## config.mk

```make
export PLATFORM = sky130hd
export DESIGN_NAME = ov7670_capture
export DESIGN_NICKNAME = d
export VERILOG_FILES = /design/src/rtl/ov7670_capture.sv
export SDC_FILE = /design/constraint.sdc
export NUM_CORES = 1
export LEC_CHECK = 0
export BUFFER_PORTS_ARGS = -buffer_cell sky130_fd_sc_hd__buf_2
export CAP_MARGIN = 20
export CORE_MARGIN = 2
export CORE_UTILIZATION = 40
export CTS_BUF_LIST = sky130_fd_sc_hd__clkbuf_8
export CTS_CLUSTER_SIZE = 16
export DETAILED_ROUTE_END_ITERATION = 8
export PLACE_DENSITY = 0.55
export SETUP_SLACK_MARGIN = 0.5
export SYNTH_ARGS = -nofsm -noshare
export SYNTH_HDL_FRONTEND = slang
export SYNTH_SLANG_ARGS = --single-unit
```

## constraint.sdc

```tcl
create_clock -name clk_i -period 2.3 [get_ports clk_i]
set_input_delay 0.46 -clock clk_i [delete_from_list [all_inputs] [get_ports clk_i]]
set_output_delay 0.46 -clock clk_i [all_outputs]
set_load 0.01 [all_outputs]
```

## src/rtl/ov7670_capture.sv

```systemverilog
// ov7670_capture
//   Camera-side pixel assembler for an OV7670 RGB565 stream. It packs byte
//   pairs into 16-bit pixels and writes them to a frame buffer at the linear
//   address y*H_ACT + x. Over-long lines and frames are clipped. The block
//   reports per-line byte-count errors and per-frame integrity.
//
// Parameters
//   H_ACT   active pixels per line (also the write-address stride)
//   V_ACT   active lines per frame
//   ADDR_W  width of waddr_o; 2**ADDR_W must be >= H_ACT*V_ACT
//
// Ports
//   clk_i         camera pixel clock (the only clock)
//   rst_ni        asynchronous active-low reset
//   vsync_i       frame sync, high during vertical blanking
//   href_i        line valid, high while pixel bytes are on data_i
//   data_i        camera byte bus
//   we_o          frame buffer write enable, one-cycle pulse per pixel
//   waddr_o       frame buffer write address
//   wdata_o       RGB565 pixel {first byte, second byte}
//   frame_done_o  one-cycle pulse at the end of every captured frame
//   frame_ok_o    qualifies frame_done_o: exactly V_ACT lines, no line error
//   line_err_o    one-cycle pulse when a line ends with a bad byte count
module ov7670_capture #(
    parameter int H_ACT  = 320,
    parameter int V_ACT  = 240,
    parameter int ADDR_W = 17
) (
    input  logic              clk_i,
    input  logic              rst_ni,
    input  logic              vsync_i,
    input  logic              href_i,
    input  logic [7:0]        data_i,
    output logic              we_o,
    output logic [ADDR_W-1:0] waddr_o,
    output logic [15:0]       wdata_o,
    output logic              frame_done_o,
    output logic              frame_ok_o,
    output logic              line_err_o
);

    localparam int CW = 10;
    localparam logic [CW-1:0]     H_C    = CW'(H_ACT);
    localparam logic [CW-1:0]     V_C    = CW'(V_ACT);
    localparam logic [ADDR_W-1:0] STRIDE = ADDR_W'(H_ACT);

    typedef enum logic [1:0] {IDLE, SYNC, ACTIVE} state_t;

    state_t            state_q;
    logic              vsync_q;
    logic              href_q;
    logic              phase_q;
    logic [7:0]        hi_q;
    logic [CW-1:0]     x_q;
    logic [CW-1:0]     y_q;
    logic [ADDR_W-1:0] line_base_q;
    logic              frame_err_q;

    logic              vs_rise;
    logic              vs_fall;
    logic              line_end;
    logic              line_bad;
    logic              wr_ok;
    logic [CW-1:0]     x_inc_d;
    logic [CW-1:0]     y_inc_d;
    logic [CW-1:0]     y_d;
    logic              frame_err_d;
    logic              frame_ok_d;

    always_comb begin
        vs_rise  = vsync_i && !vsync_q;
        vs_fall  = !vsync_i && vsync_q;
        line_end = href_q && !href_i;
        // A line is good only with exactly H_ACT pixels and no dangling byte.
        line_bad = (x_q != H_C) || phase_q;
        wr_ok    = (x_q < H_C) && (y_q < V_C);
        x_inc_d  = (x_q == '1) ? x_q : x_q + 1'b1;
        y_inc_d  = (y_q == '1) ? y_q : y_q + 1'b1;
        // Line-end bookkeeping of this cycle is folded in so that a vsync
        // rise coinciding with a line end reports the completed line.
        y_d         = line_end ? y_inc_d : y_q;
        frame_err_d = frame_err_q || (line_end && line_bad);
        frame_ok_d  = (y_d == V_C) && !frame_err_d;
    end

    always_ff @(posedge clk_i or negedge rst_ni) begin
        if (!rst_ni) begin
            state_q      <= IDLE;
            vsync_q      <= 1'b0;
            href_q       <= 1'b0;
            phase_q      <= 1'b0;
            hi_q         <= '0;
            x_q          <= '0;
            y_q          <= '0;
            line_base_q  <= '0;
            frame_err_q  <= 1'b0;
            we_o         <= 1'b0;
            waddr_o      <= '0;
            wdata_o      <= '0;
            frame_done_o <= 1'b0;
            frame_ok_o   <= 1'b0;
            line_err_o   <= 1'b0;
        end else begin
            vsync_q      <= vsync_i;
            href_q       <= href_i;
            we_o         <= 1'b0;
            frame_done_o <= 1'b0;
            frame_ok_o   <= 1'b0;
            line_err_o   <= 1'b0;

            case (state_q)
                // Wait for blanking so a partial frame after reset is skipped.
                IDLE: begin
                    if (vsync_i) state_q <= SYNC;
                end

                SYNC: begin
                    if (vs_fall) begin
                        state_q     <= ACTIVE;
                        x_q         <= '0;
                        y_q         <= '0;
                        line_base_q <= '0;
                        phase_q     <= 1'b0;
                        frame_err_q <= 1'b0;
                    end
                end

                ACTIVE: begin
                    if (href_i) begin
                        phase_q <= ~phase_q;
                        if (!phase_q) begin
                            hi_q <= data_i;
                        end else begin
                            if (wr_ok) begin
                                we_o    <= 1'b1;
                                waddr_o <= line_base_q + ADDR_W'(x_q);
                                wdata_o <= {hi_q, data_i};
                            end
                            x_q <= x_inc_d;
                        end
                    end else if (line_end) begin
                        // Any dangling half pixel is simply dropped here.
                        line_err_o  <= line_bad;
                        frame_err_q <= frame_err_d;
                        y_q         <= y_inc_d;
                        // Base stops advancing once writes are clipped, so it
                        // can never wrap on very long frames.
                        if (y_q < V_C) line_base_q <= line_base_q + STRIDE;
                        x_q         <= '0;
                        phase_q     <= 1'b0;
                    end

                    if (vs_rise) begin
                        state_q      <= SYNC;
                        frame_done_o <= 1'b1;
                        frame_ok_o   <= frame_ok_d;
                    end
                end

                default: state_q <= IDLE;
            endcase
        end
    end

endmodule

```

* Word level (Yosys, flattened, before mapping) *
Index checks and enable logic that the tools add are counted.

operators by class
  muxes and demuxes = 37
  bitwise operators = 1
  magnitude comparators = 2
  eq/ne operators = 15
  reductions and logical operators = 22
  $add $sub $neg = 4

operators with widths
  operator                 count
  $mux W10                 8
  $mux W17                 4
  $pmux W10 S2             2
  $pmux W17 S2             1
  $add A10 B1 Y10 const B  2
  $eq A10 B10 Y1 const B   2
  $add A17 B10 Y17         1
  $add A17 B9 Y17 const B  1
  $mux W1                  16
  $ne A2 B2 Y1 const B     6
  $reduce_and A3 Y1        4
  $eq A10 B8 Y1 const B    1
  $lt A10 B8 Y1 const B    1
  $lt A10 B9 Y1 const B    1
  $ne A10 B9 Y1 const B    1
  $reduce_and A5 Y1        2
  $ne A3 B3 Y1 const B     3
  $reduce_and A4 Y1        2
  $logic_and A1 B1 Y1      6
  $mux W2                  3
  $pmux W2 S3              1
  $logic_not A1 Y1         4
  $pmux W1 S2              2
  $eq A2 B1 Y1 const B     1
  other kinds (5)          6

word-level totals
  word-level logic and storage cells = 96
  register bits = 88

* Longest topological paths before layout *
  depth in word-level cells = 8
  depth in mapped cells = 7
  gate-level depth less buffers = 7

* Least setup slack after synthesis *
Ideal clock, no wire load.

  path kind = register -> register
  start point = reg x_q[7]
  end point = reg waddr_o[16]
  setup slack = 0.615 ns
  required time = 2.170 ns
  setup time = 0.130 ns
  path buffers = 0
  stages on the path, launching flop included = 7
  period minus slack after synthesis = 1.685 ns
  data arrival time = 1.555 ns
  cells stage by stage = dfrtp_1 -> ha_1 -> a211oi_1 -> o21bai_1 -> o21ai_0 -> xor2_1 -> o21ai_1

on the way
  longest elaborated chain between the ends = 3
  elaborated cells on any way between the ends = 4
  classes of those cells = add/sub (1); order compare (1); reduce/logical (2)

ends and longest elaborated chain
  element                             line  RTL
  from (decl)                         54    logic [CW-1:0] x_q;
  from (signal assigned)              139   x_q <= x_inc_d;
  $lt A10 B9 Y1                       76    wr_ok = (x_q < H_C) && (y_q < V_C);
  $logic_and A1 B1 Y1                 76
  $reduce_and A4 Y1 (no source line)  n/a
  to (signal assigned)                136   waddr_o <= line_base_q + ADDR_W'(x_q);
  to (decl)                           35    output logic [ADDR_W-1:0] waddr_o,

Several ways; a longest one is shown, not always the timed one.
A chain may end at the register's enable or synchronous reset.

* Worst setup path after layout *
  start point = reg state_q[1]
  end point = reg line_base_q[9]

on the way
  longest elaborated chain between the ends = 3
  elaborated cells on any way between the ends = 9
  classes of those cells = eq/ne (6); mux (1); reduce/logical (2)

ends and longest elaborated chain
  element                                                              line  RTL
  from (decl)                                                          49    state_t state_q;
  from (signal assigned)                                               88    state_q <= IDLE;
  from (signal assigned)                                               114   if (vsync_i) state_q <= SYNC;
  from (signal assigned)                                               119   state_q <= ACTIVE;
  $eq A2 B2 Y1 or $eq A2 B1 Y1 (tied branches)                         111   case (state_q)
  $ne A2 B2 Y1 (no source line) or $reduce_bool A2 Y1 (tied branches)  n/a
  $reduce_and A5 Y1 (no source line)                                   n/a
  to (signal assigned)                                                 148   if (y_q < V_C) line_base_q <= line_base_q + STRIDE;
  to (decl)                                                            56    logic [ADDR_W-1:0] line_base_q;

Several ways; a longest one is shown, not always the timed one.

==> flow_metrics.tcl <==
set metrics [dict create \
    cts-htree-levels 3 \
    fmax_mhz 568 \
    synth_top_area_cell "dfrtp_1" \
    ctsLongestPathBuffers 2 \
    ys_seq_area_share_pct 48.7 \
    outcome "finished clean" \
    synth_top_family_by_area "simple AND/OR/NAND/NOR gates" \
    track_usage_pct 16.7 \
    slew_viol_final 0 \
    hold_class "in2async" \
    place.port_buffers 48 \
    irDropWorstVdd_v 0.000326 \
    grt_pass1_wl_um 15100 \
    syn_area_per_cell_um2 10.9 \
    grt_pass1_vias 3041 \
    synth_compound_area_share_pct 11.9 \
    ys_ff_latch 82 \
    yosys_warnings 0 \
    post-dp-hpwl_um 6210 \
    io_pins 49 \
    yosys.area_share.simple_pct 18.6 \
    dr.first_iter.drc_count 149 \
    final-seq-area_um2 2070 \
    synth_xor_area_share_pct 5.82 \
    reg2reg_depth 5 \
    wl_per_cell_um 15.3 \
    synth_fa_ha_area_share_pct 2.67 \
    synth.area.top_cells "dfrtp_1 (49%), mux2_4 (5.0%), mux2_2 (3.7%)" \
    startpoint_type "flop" \
    fillers 979 \
    clock_skew_ns 0.0145 \
    antenna_found_initial 0 \
    start_util_pct 41.0 \
    tritoncts "built" \
    grt_max_degree 46 \
    routed_wl_um 8940 \
    drc 0 \
    area_growth_pct 19.6 \
    coreArea_um2 10300 \
    ys.flop_type "dfrtp_1" \
    slew_headroom_pct 66.6 \
    setup_viol 0 \
    p_leak_uw 0.00236 \
    ant_nets 0 \
    syn_inst 388 \
    layout-drive-gt1-share_pct 34.2 \
    overflow 0 \
    via_per_inst 5.27 \
    root_buffer "clkbuf_8" \
    cp_max_fo 9 \
    cp.arrival_ns 2.01 \
    final_common_cell "dfrtp_1" \
    power.density_nw_per_um2 724 \
    postCtsHoldBufs 0 \
    wl_met2_um 4330 \
    synth.area.mux_share_pct 9.21 \
    synth_nets 409 \
    cp-end-kind "flop" \
    layout_common_cells "dfrtp_1 (68), buf_2 (47), nand2_1 (37)" \
    synthArstFlopShare_pct 100 \
    dieHeight_um 107 \
    diodes 0 \
    hold_viol_final 0 \
    nets 466 \
    clkTransAtPathRegs_ns 0.10 \
    rsz0062_at_grt "true" \
    multi_input_area_um2 2210 \
    drt-met1-wl_um 4160 \
    met3_length_um 345 \
    fp.dieArea_um2 11400 \
    synth_edf_count 0 \
    place_congestion 0.861 \
    clock-sinks 82 \
    cts_buffers 9 \
    syn-cell-area_um2 4210 \
    worstMarginPinSlew_ns 0.500 \
    rows 37 \
    maxUsedRoutingLayer "met4" \
    tns_ns 0 \
    drv_cap 0 \
    period_minus_slack_ns 1.76 \
    insertion_delay_ns 0.37 \
    cp_data_required_time_ns 2.55 \
    p_total_uw 3650 \
    firstDrtPassIters 4 \
    period_share_pct 76.5 \
    synth_cell_types 61 \
    synth_top_area_share_pct 48.7 \
    vias 3090 \
    die_w_um 107 \
    path_class "reg2reg" \
]
-- metal layers --
layer  GRT usage, %  up-vias
met5              0        -
met4           6.59        0
met3           3.77       12
met2           26.2       61
met1           22.4     1512
li1               -     1505
-- worst paths after layout --
| check | from | endpoint | slack, ns |
|---|---|---|---|
| worst max-delay path | state_q[1] | line_base_q[9] | 0.54 |
| worst min-delay path | rst_ni | wdata_o[6] | 0.05 |
| worst max register to register | state_q[1] | line_base_q[9] | 0.54 |
| worst min register to register | waddr_o[11] | waddr_o[11] | 0.48 |
| max in group asynchronous | rst_ni | state_q[1] | 1.60 |
| min in group clk_i | vsync_i | vsync_q | 0.26 |
-- where the power goes --
group,total (uW),internal [uW],switching (uW)
combinational,767,404,363
clock,1030,423,605
sequential,1850,1670,184
-- worst max-delay path, stage by stage, from the launching register on --
cell and delay [ns]:
dfrtp_2 0.45, and4bb_1 0.45, a21oi_4 0.11, or3_1 0.42, xor2_1 0.17, nor2_1 0.06
-- Yosys cell counts (2+ instances only) --
| cell type | count |
|---|---|
| a22o_1 | 2 |
| a31oi_1 | 5 |
| mux2_4 | 14 |
| nand4_4 | 2 |
| or3_1 | 2 |
| and3_1 | 6 |
| nor3_1 | 7 |
| nand2b_1 | 5 |
| nor4_1 | 4 |
| mux2i_1 | 2 |
| xnor2_1 | 10 |
| a21o_1 | 7 |
| ha_1 | 9 |
| o21ai_1 | 2 |
| a211oi_1 | 5 |
| nand3_1 | 16 |
| buf_6 | 5 |
| xor2_1 | 18 |
| nand4_1 | 7 |
| dfrtp_1 | 82 |
| a31o_1 | 2 |
| nor4b_1 | 2 |
| a21oi_2 | 3 |
| nor3b_1 | 2 |
| a21oi_1 | 10 |
| mux2_2 | 14 |
| nor2_1 | 35 |
| nor3_2 | 3 |
| inv_1 | 4 |
| clkbuf_1 | 7 |
| and4_1 | 5 |
| buf_2 | 4 |
| nand2_1 | 37 |
| o21ai_0 | 23 |
-- registers in the layout, summed over array words and instances, names as in the netlist --
register	count
hi_q	8
vsync_q	1
phase_q	1
waddr_o	17
href_q	1
y_q	10
line_base_q	11
x_q	10
we_o	1
frame_err_q	1
state_q	2
wdata_o	16
frame_ok_o	1
line_err_o	1
frame_done_o	1
-- kinds of logic after synthesis --
family,Yosys count
compound gates,72
xor+xnor,28
fa+ha+maj,9
buf+inv,21
flops,82
mux,30
other cells,1
simple gates,145
-- layout make-up --
cell class	instances	area share (%)
clock buffers	9	2.46
flip-flops and latches	82	41.1
inverters	4	0.298
repair buffers	63	7.53
clock inverters	7	1.42
multi-input cells	285	43.8
well taps	136	3.38
-- metrics by stage --
step / area (um^2) / cells / utilization, % / hold WS, ns / setup WS, ns
after floorplan: 4210 / 388 / - / 0.164 / 0.615
after global placement: 4590 / 564 / 44.7 / 0.463 / 0.387
after detailed placement: 4590 / 564 / 44.7 / 0.467 / 0.411
after CTS: 4830 / 580 / 47.0 / 0.0541 / 0.501
after global routing: 5030 / 586 / 49.0 / 0.0635 / 0.469
final: 5030 / 586 / 49.0 / 0.0510 / 0.540
-- repair_timing --
item | in CTS | in global routing
hold endpoints to repair | 0 | 0
gates resized for setup | 10 | 37
setup endpoints to repair | 38 | 53
setup buffers | 0 | 6
pin swaps | 1 | 5
Note: power is estimated with default switching activity, not from simulation.
